## src/rtl/ps2_pkg.sv

```systemverilog
// Shared types and constants for the PS/2 keyboard read path.
package ps2_pkg;

    typedef enum logic [1:0] {
        IDLE,
        DATA,
        PARITY,
        STOP
    } ps2_state_e;

    localparam int PS2_FRAME_BITS = 11;

    // Scan-code prefixes consumed by downstream key logic.
    localparam logic [7:0] BREAK  = 8'hF0;
    localparam logic [7:0] EXTEND = 8'hE0;

    // PS/2 uses odd parity across the eight data bits plus the parity bit.
    function automatic logic odd_parity_ok(input logic [7:0] data, input logic par);
        return ^{data, par};
    endfunction

endpackage

```

## src/rtl/ps2_glitch_filter.sv

```systemverilog
// Debounces one raw PS/2 line: the output only moves after FILTER_LEN
// consecutive equal samples, including the sample taken this cycle.
module ps2_glitch_filter #(
    parameter int FILTER_LEN = 8
) (
    input  logic clk_25,
    input  logic rst_n,
    input  logic din,
    output logic dout
);

    logic [FILTER_LEN-2:0] hist_q;
    logic [FILTER_LEN-1:0] window;
    logic                  dout_q;
    logic                  dout_d;

    assign window = {hist_q, din};

    // NOTE: default assignment first, so every path assigns dout_d and no latch is inferred.
    always_comb begin
        dout_d = dout_q;
        if (&window) begin
            dout_d = 1'b1;
        end else if (~|window) begin
            dout_d = 1'b0;
        end
    end

    // NOTE: non-blocking assignments here so all flops update together on the edge.
    always_ff @(posedge clk_25 or negedge rst_n) begin
        if (!rst_n) begin
            hist_q <= '1;
            dout_q <= 1'b1;
        end else begin
            hist_q <= window[FILTER_LEN-2:0];
            dout_q <= dout_d;
        end
    end

    assign dout = dout_q;

endmodule

```

## src/rtl/ps2_rx_fifo.sv

```systemverilog
// PS/2 receiver: filtered lines, frame FSM with timeout, and a small
// first-word-fall-through byte FIFO plus the last two good bytes.
module ps2_rx_fifo
    import ps2_pkg::*;
#(
    parameter int FILTER_LEN  = 8,
    parameter int FIFO_DEPTH  = 4,
    parameter int TIMEOUT_CYC = 25000
) (
    input  logic                          clk_25,
    input  logic                          rst_n,
    input  logic                          ps2c,
    input  logic                          ps2d,
    input  logic                          rd_en,
    output logic [7:0]                    rd_data,
    output logic                          rd_valid,
    output logic [$clog2(FIFO_DEPTH):0]   fifo_count,
    output logic [7:0]                    code,
    output logic [7:0]                    code_prev,
    output logic                          rx_strobe,
    output logic                          parity_err,
    output logic                          frame_err,
    output logic                          overflow
);

    localparam int AW = $clog2(FIFO_DEPTH);
    localparam int CW = AW + 1;
    localparam int TW = $clog2(TIMEOUT_CYC);

    logic ps2c_f, ps2d_f, ps2c_prev_q, fall;

    ps2_glitch_filter #(.FILTER_LEN(FILTER_LEN)) u_filt_c (
        .clk_25(clk_25), .rst_n(rst_n), .din(ps2c), .dout(ps2c_f)
    );
    ps2_glitch_filter #(.FILTER_LEN(FILTER_LEN)) u_filt_d (
        .clk_25(clk_25), .rst_n(rst_n), .din(ps2d), .dout(ps2d_f)
    );

    assign fall = ps2c_prev_q & ~ps2c_f;

    ps2_state_e    state_q, state_d;
    logic [2:0]    bit_cnt_q, bit_cnt_d;
    logic [7:0]    shift_q, shift_d;
    logic          parity_q, parity_d;
    logic [TW-1:0] to_cnt_q, to_cnt_d;
    logic          good, perr, ferr;

    always_comb begin
        state_d   = state_q;
        bit_cnt_d = bit_cnt_q;
        shift_d   = shift_q;
        parity_d  = parity_q;
        to_cnt_d  = to_cnt_q;
        good      = 1'b0;
        perr      = 1'b0;
        ferr      = 1'b0;

        // A stalled frame is abandoned; a falling edge always restarts the count.
        if (state_q == IDLE || fall) begin
            to_cnt_d = '0;
        end else if (to_cnt_q == TW'(TIMEOUT_CYC - 1)) begin
            state_d  = IDLE;
            ferr     = 1'b1;
            to_cnt_d = '0;
        end else begin
            to_cnt_d = to_cnt_q + TW'(1);
        end

        if (fall) begin
            case (state_q)
                IDLE: begin
                    if (!ps2d_f) begin
                        state_d   = DATA;
                        bit_cnt_d = '0;
                    end
                end
                DATA: begin
                    shift_d   = {ps2d_f, shift_q[7:1]};
                    bit_cnt_d = bit_cnt_q + 3'd1;
                    if (bit_cnt_q == 3'd7) state_d = PARITY;
                end
                PARITY: begin
                    parity_d = ps2d_f;
                    state_d  = STOP;
                end
                STOP: begin
                    state_d = IDLE;
                    if (!ps2d_f)                            ferr = 1'b1;
                    else if (odd_parity_ok(shift_q, parity_q)) good = 1'b1;
                    else                                    perr = 1'b1;
                end
                default: state_d = IDLE;
            endcase
        end
    end

    logic [7:0]    mem_q [FIFO_DEPTH];
    logic [AW-1:0] wr_ptr_q, rd_ptr_q;
    logic [CW-1:0] count_q;
    logic          full, empty, push, pop, drop;
    logic [7:0]    code_q, code_prev_q;
    logic          rx_strobe_q, parity_err_q, frame_err_q, overflow_q;

    assign full  = (count_q == CW'(FIFO_DEPTH));
    assign empty = (count_q == '0);
    assign pop   = rd_en & ~empty;
    assign push  = good & (~full | pop);
    assign drop  = good & full & ~pop;

    // NOTE: the storage array has no reset; only pointers and count need a known state.
    always_ff @(posedge clk_25) begin
        if (push) mem_q[wr_ptr_q] <= shift_q;
    end

    always_ff @(posedge clk_25 or negedge rst_n) begin
        if (!rst_n) begin
            ps2c_prev_q  <= 1'b1;
            state_q      <= IDLE;
            bit_cnt_q    <= '0;
            shift_q      <= '0;
            parity_q     <= 1'b0;
            to_cnt_q     <= '0;
            wr_ptr_q     <= '0;
            rd_ptr_q     <= '0;
            count_q      <= '0;
            code_q       <= '0;
            code_prev_q  <= '0;
            rx_strobe_q  <= 1'b0;
            parity_err_q <= 1'b0;
            frame_err_q  <= 1'b0;
            overflow_q   <= 1'b0;
        end else begin
            ps2c_prev_q  <= ps2c_f;
            state_q      <= state_d;
            bit_cnt_q    <= bit_cnt_d;
            shift_q      <= shift_d;
            parity_q     <= parity_d;
            to_cnt_q     <= to_cnt_d;
            rx_strobe_q  <= good;
            parity_err_q <= perr;
            frame_err_q  <= ferr;
            if (push) wr_ptr_q <= wr_ptr_q + AW'(1);
            if (pop)  rd_ptr_q <= rd_ptr_q + AW'(1);
            if (push && !pop)      count_q <= count_q + CW'(1);
            else if (pop && !push) count_q <= count_q - CW'(1);
            if (good) begin
                code_prev_q <= code_q;
                code_q      <= shift_q;
            end
            if (drop) overflow_q <= 1'b1;
        end
    end

    assign rd_data    = empty ? 8'h00 : mem_q[rd_ptr_q];
    assign rd_valid   = ~empty;
    assign fifo_count = count_q;
    assign code       = code_q;
    assign code_prev  = code_prev_q;
    assign rx_strobe  = rx_strobe_q;
    assign parity_err = parity_err_q;
    assign frame_err  = frame_err_q;
    assign overflow   = overflow_q;

endmodule

```

## config.mk

```make
export PLATFORM = sky130hd
export DESIGN_NAME = ps2_rx_fifo
export DESIGN_NICKNAME = d
export VERILOG_FILES = /design/src/rtl/ps2_pkg.sv /design/src/rtl/ps2_glitch_filter.sv /design/src/rtl/ps2_rx_fifo.sv
export SDC_FILE = /design/constraint.sdc
export NUM_CORES = 1
export LEC_CHECK = 0
export BUFFER_PORTS_ARGS = -buffer_cell sky130_fd_sc_hd__buf_2
export CORE_ASPECT_RATIO = 2
export CORE_MARGIN = 2
export CORE_UTILIZATION = 40
export CTS_CLUSTER_SIZE = 30
export DETAILED_ROUTE_END_ITERATION = 10
export REMOVE_ABC_BUFFERS = 1
export SLEW_MARGIN = 20
export SYNTH_ARGS = -nofsm -noshare
export SYNTH_HDL_FRONTEND = slang
export SYNTH_HIERARCHICAL = 1
export SYNTH_SLANG_ARGS = --single-unit
```

## constraint.sdc

```tcl
create_clock -name clk_25 -period 3.01 [get_ports clk_25]
set_input_delay 0.1505 -clock clk_25 [delete_from_list [all_inputs] [get_ports clk_25]]
set_output_delay 0.1505 -clock clk_25 [all_outputs]
set_load 0.05 [all_outputs]
```

* Yosys cells after proc, flatten, opt, wreduce, memory -nomap -nowiden
Memory sizes are Yosys's and may differ from the RTL's.
Cells that the tools add are included.
** Cells by class
- Multiplexer cells :: 32
- Reduce and logical (&&, ||, !) cells :: 17
- Add/subtract/negate cells :: 6
- Eq/ne operators :: 9
- Bitwise operators :: 10
** Operators with widths (number)
- 15-bit 2-to-1 mux :: 2
- 1-bit 2-to-1 mux :: 19
- 8-bit AND reduction :: 2
- 8-bit OR reduction :: 2
- 15-bit by 1-bit adder with 15-bit output (second input constant) :: 1
- 15-bit equality test (second input constant) :: 1
- 2-bit 2-to-1 mux :: 5
- 3-bit 2-to-1 mux :: 3
- 9-bit parity :: 1
- 8-bit 2-to-1 mux :: 1
- 2-bit case mux with 4 select lines :: 1
- 3-bit by 1-bit adder with 3-bit output (second input constant) :: 2
- 3-bit equality test (second input constant) :: 2
- 3-bit case mux with 2 select lines :: 1
- 1-bit AND :: 5
- 2-bit by 1-bit adder with 2-bit output (second input constant) :: 2
- 2-bit equality test (second input constant) :: 2
- 2-bit by 1-bit inequality test with 1-bit output (second input constant) :: 2
- 1-bit inverter :: 4
- 2-bit AND reduction :: 2
- 2-bit nonzero test :: 2
- 3-bit logical NOT :: 1
- 3-bit AND reduction :: 1
- 3-bit by 1-bit subtractor with 3-bit output (second input constant) :: 1
- 7 further kinds :: 9
** Storage, ports and cells
- Register bits :: 73
- Memories kept :: 1
- Output and inout port bits :: 32
- Bits of input ports :: 5
- Memory bits (writable) :: 32
** Memories
- mem_q :: words 4, width 8, rd ports 1, clocked after Yosys merged registers in 0, wr ports 1, line ps2_rx_fifo.sv:97 : logic [7:0] mem_q [FIFO_DEPTH];

* Logic depth before layout (Yosys ltp)
- Depth in word-level cells :: 10
- Gate-level depth with buffers :: 10
- Mapped depth without buffers :: 10

* By module
Netlist, hierarchy kept.
** Modules (own cells, without submodules)
- ps2_rx_fifo :: cells each 260, seq. area each 2388.5 sq um, area an instance 3789.9 sq um, instances 1
- ps2_glitch_filter :: cells each 14, seq. area each 210.2 sq um, area an instance 247.7 sq um, instances 2

* Worst setup path after synthesis
No wires, ideal clock.
- Kind :: reg2reg
- From :: reg shift_q[2]
- To :: reg count_q[2] (netlist: fifo_count[2])
- Path buffers :: 0
- Cell stages (with the launch flop) :: 11
- Data arrival time :: 2591 ps
- Library setup time :: 82 ps
- Setup slack :: 337 ps
- Cell sequence :: dfrtp_1 > xnor2_1 > xnor2_1 > xnor3_2 > nor3_4 > ha_1 > inv_1 > fa_1 > xor2_1 > nor2_1 > xor2_1
** Between the ends
- Word-level cells in the longest chain between the ends :: 9
- Elaborated cells on any way between the ends :: 11
- Classes of those cells :: mux (5); bitwise (1); reduce/logical (5)
** Ends and longest elaborated chain
- from (decl) :: line ps2_rx_fifo.sv:43 : logic [7:0] shift_q, shift_d;
- from (signal assigned) :: line ps2_rx_fifo.sv:136 : shift_q <= shift_d;
- 9-bit parity * :: line ps2_pkg.sv:19 : return ^{data, par};
- 1-bit 2-to-1 mux * :: line ps2_rx_fifo.sv:89 : else if (odd_parity_ok(shift_q, parity_q)) good = 1'b1;
- 1-bit 2-to-1 mux * :: line ps2_rx_fifo.sv:88 : if (!ps2d_f) ferr = 1'b1;
- 1-bit 2-to-1 mux * :: line ps2_rx_fifo.sv:70 : case (state_q)
- 1-bit 2-to-1 mux * :: line ps2_rx_fifo.sv:69 : if (fall) begin
- 1-bit AND * :: line ps2_rx_fifo.sv:107 : assign push = good & (~full | pop);
- net push :: line ps2_rx_fifo.sv:100 : logic full, empty, push, pop, drop;
- 1-bit logical NOT :: line ps2_rx_fifo.sv:145 : else if (pop && !push) count_q <= count_q - CW'(1);
- 1-bit logical AND :: line ps2_rx_fifo.sv:145
- 2-bit nonzero test (no line)
- to (signal assigned) :: line ps2_rx_fifo.sv:144 : if (push && !pop) count_q <= count_q + CW'(1);
- to (signal assigned) :: line ps2_rx_fifo.sv:145
- to (decl) :: line ps2_rx_fifo.sv:99 : logic [CW-1:0] count_q;
Mark *: on every way through the listed nets, which the timed path passes. The rest lies on a longest branch.
A chain may end at the register's enable or synchronous reset.

* Worst setup path in the final report
- From :: reg shift_q[1]
- To :: reg count_q[2] (netlist: fifo_count[2])
The elaborated chain is that of the path after synthesis.

==> metrics.txt <==
Max Clock Skew 0.007806 ns; Clock Power Share 37.5%; antenna violations before repair 0; CP delay by family, top XOR/XNOR gates; vias in the first global route 2,482; clk_lat worst skew 0.34 ns; Post-Synth Adder-Cell Area 2.803%; Reg2Reg Setup Slack 0.23 ns; multiplexer area fraction after synthesis 11.12%; Sink Count 105; startpoint type of the worst setup path register; CTS Buf Count 9; critical path's most frequent cell xor2_1; Post-synth top flop dfrtp_1; via count 2,353; HPWL Detailed 5423 um; commonest cells after routing, fill and taps aside dfrtp_1 (56), buf_2 (36), edfxtp_1 (32); Setup violations, final 0; htree depth 3; Worst EP required 3.28 ns; sequential share of the synthesized area 65.55%; syn_area_per_cell 14.88 sq um; Buf/Inv on CP 1; CP Capture Type register; Final min period 2.782 ns; final hold vios 0; Core Region 0.01048 sq mm; Vias per Instance 4.933; Die ar. 0.01161 sq mm; setup TNS 0 ns; Least-Margin Pin Slew 0.8229 ns; status completed; Comb power frac 16.5%; RSZ-0062 raised after global routing no; Slowest-stage cell, CP dfrtp_1; switching portion of total power 28.03%; Max IR drop VDD 0.3823 mV; first-pass GRT wire length 12,660 um; share of the synthesized area in the top cell type 32.70%; Int Power 0.002694 W; clock slew seen by the registers of the worst setup and hold paths 0.07 ns; post-route ant nets 0; Die Y 150.4 um; commonest non-fill, non-tap cell in the layout dfrtp_1; hold path cells 3; num rows 53; Async SR Flop Fraction 69.52%; crit-path max cell delay 0.46 ns; main combinational cell family by area after synthesis multiplexers; Routed WL 7621 um; residual DRC count 0; Netlist cell types 44; area grow syn2layout 17.78%; Gate Count Post-Synth 288; largest net degree at the start of global routing 42; Min-Delay Path Class in -> reg; die width 77.19 um; Hold Path Origin rd_en; Hold Slack 0.1117 ns; reg2reg end fifo_count[2]$_DFFE_PN0P_; CP Cell Sequence xnor2_1, xnor2_2, xnor3_2, nor3_4, ha_1, inv_1, fa_1, xor2_1, nor2_1, xor2_1; slew margin rel. 45.11%; IO Pins 37; CTS max path bufs 2; CTS Root Cell clkbuf_16; Nets 349; final period utilization 92.41%; Post-Synth XOR/XNOR Area 5.664%; fin. max-slew vios 0; main area contributors after synthesis dfrtp_1 (33%), edfxtp_1 (22%), dfstp_2 (10%); Post-Synthesis Cell Area 0.004285 sq mm; EDFF count, synth 32; Hold Path End rd_ptr_q[0]$_DFFE_PN0N_; Final Util 48.17%; 1st-iter DRT viols 157; All-Layer GR Usage 14.50%; Flop pwr share 46.0%; First-pass DRT Iterations 4; CTS tree built; layout cells sized above 1 33.53%; reg2reg start shift_q[1]$_DFFE_PN0P_; Synth Register Bits 105; Synth Warn # 6; maximum clock frequency 359.5 MHz; Synth Area in Compound Gates 2.920%; Arr. time, crit path 3.06 ns; antenna cells 0; post-synthesis simple-gate area fraction 10.60%; Wirelength per Cell 15.98 um; port bufs 36; Worst Path Max Fanout 8; P_sw 0.001049 W; max_cap viols 0; Initial Utilization 40.90%; Overflow after GRT 0; Yosys top cell by area dfrtp_1; Worst Reg-to-Reg Cells 10; global placer's final weighted congestion 0.7899; Pwr per Cell Area 741.6 mW/mm^2; critical path class reg -> reg; Pleak 2.174 nW
-- final cells by class --
class | instances | area [sq um]
Clock inverter | 7 | 140.1
Inverter | 6 | 22.52
Multi-Input combinational cell | 170 | 1426
Tap cell | 137 | 171.4
Timing Repair Buffer | 43 | 252.7
Clock buffer | 9 | 225.2
Sequential cell | 105 | 2809
Fill cell | 957 | 5430
-- registers in the layout, summed over array words and instances (netlist names), 2 cells and up --
signal           flops
u_filt_c/hist_q      7
to_cnt_q            15
u_filt_d/hist_q      7
bit_cnt_q            3
mem_q               32
fifo_count           3
shift_q              8
state_q              2
code                 8
code_prev            8
rd_ptr_q             2
wr_ptr_q             2
-- repair_timing --
action / 4_1_cts / 5_1_grt
buffers inserted: 0 / 0
hold endpoints to repair: 26 / 0
gates resized for setup: 0 / 1
endpoints found under the setup margin: 0 / 1
hold buffers: 3 / 0
-- worst max-delay path by stage --
stage | start | endpoint | slack (ns) | cells after the start
after floorplan | shift_q[2]$_DFFE_PN0P_ | fifo_count[2]$_DFFE_PN0P_ | 0.34 | 10
final | shift_q[1]$_DFFE_PN0P_ | fifo_count[2]$_DFFE_PN0P_ | 0.23 | 10
after CTS | shift_q[1]$_DFFE_PN0P_ | fifo_count[2]$_DFFE_PN0P_ | 0.16 | 10
after global placement | shift_q[1]$_DFFE_PN0P_ | fifo_count[2]$_DFFE_PN0P_ | 0.25 | 10
after detailed placement | shift_q[1]$_DFFE_PN0P_ | fifo_count[2]$_DFFE_PN0P_ | 0.17 | 10
after global routing | shift_q[0]$_DFFE_PN0P_ | fifo_count[2]$_DFFE_PN0P_ | 0.06 | 10
-- worst reg2reg max path: cells and delay by family (launching register included) --
kind | cells | cell delay, ns
simple gates | 2 | 0.38
fa+ha+maj | 2 | 0.60
buf+inv | 1 | 0.06
flops | 1 | 0.46
xor+xnor | 5 | 1.24
-- routing by layer --
metal  routed length [um]  up-vias  track usage, %
li1                     -     1118               -
met4                  190        0           7.946
met3                  197       10           3.118
met1                 2841     1192           15.49
met2                 4391       33           26.26
met5                    0        -               0
-- synthesized netlist by cell type (all sizes together), types with 2 or more instances --
master	instances
o21ai	13
dfrtp	56
inv	6
edfxtp	32
xnor2	16
mux2	26
or4	5
nor3	4
nor2	22
dfstp	17
nand3	11
xor2	9
nand2	10
clkbuf	5
and3	3
ha	8
buf	2
nor2b	2
and2	13
mux4	8
a22o	2
nand4	4
-- power by group through the flow --
| stage | Clock [W] | Sequential (W) | Combinational, W |
|---|---|---|---|
| global route | 0.00150 | 0.00175 | 0.000669 |
| global placement | 0 | 0.00175 | 0.000617 |
| floorplan | 0 | 0.00178 | 0.000408 |
| finish | 0.00140 | 0.00172 | 0.000617 |
| detailed placement | 0 | 0.00175 | 0.000629 |
| CTS | 0.00144 | 0.00173 | 0.000631 |
-- cells by family after synthesis --
kind of cell | count (synthesis)
AOI/OAI and AO/OA | 20
xor gates and xnor gates | 26
adders and majority gates | 9
buffers and inverters | 13
DFF | 105
muxes | 34
and+or+nand+nor | 81
-- stage by stage --
stage	setup slack [ns]	std cells	cell area, sq um	total power (W)
after floorplan	0.3369	281	4250	0.002191
after global placement	0.2477	458	4644	0.002369
after detailed placement	0.1673	458	4644	0.002384
after CTS	0.1612	477	5040	0.003795
after global routing	0.06185	477	5047	0.003923
final	0.2284	477	5047	0.003743
Note: power is estimated with default switching activity, not from simulation.
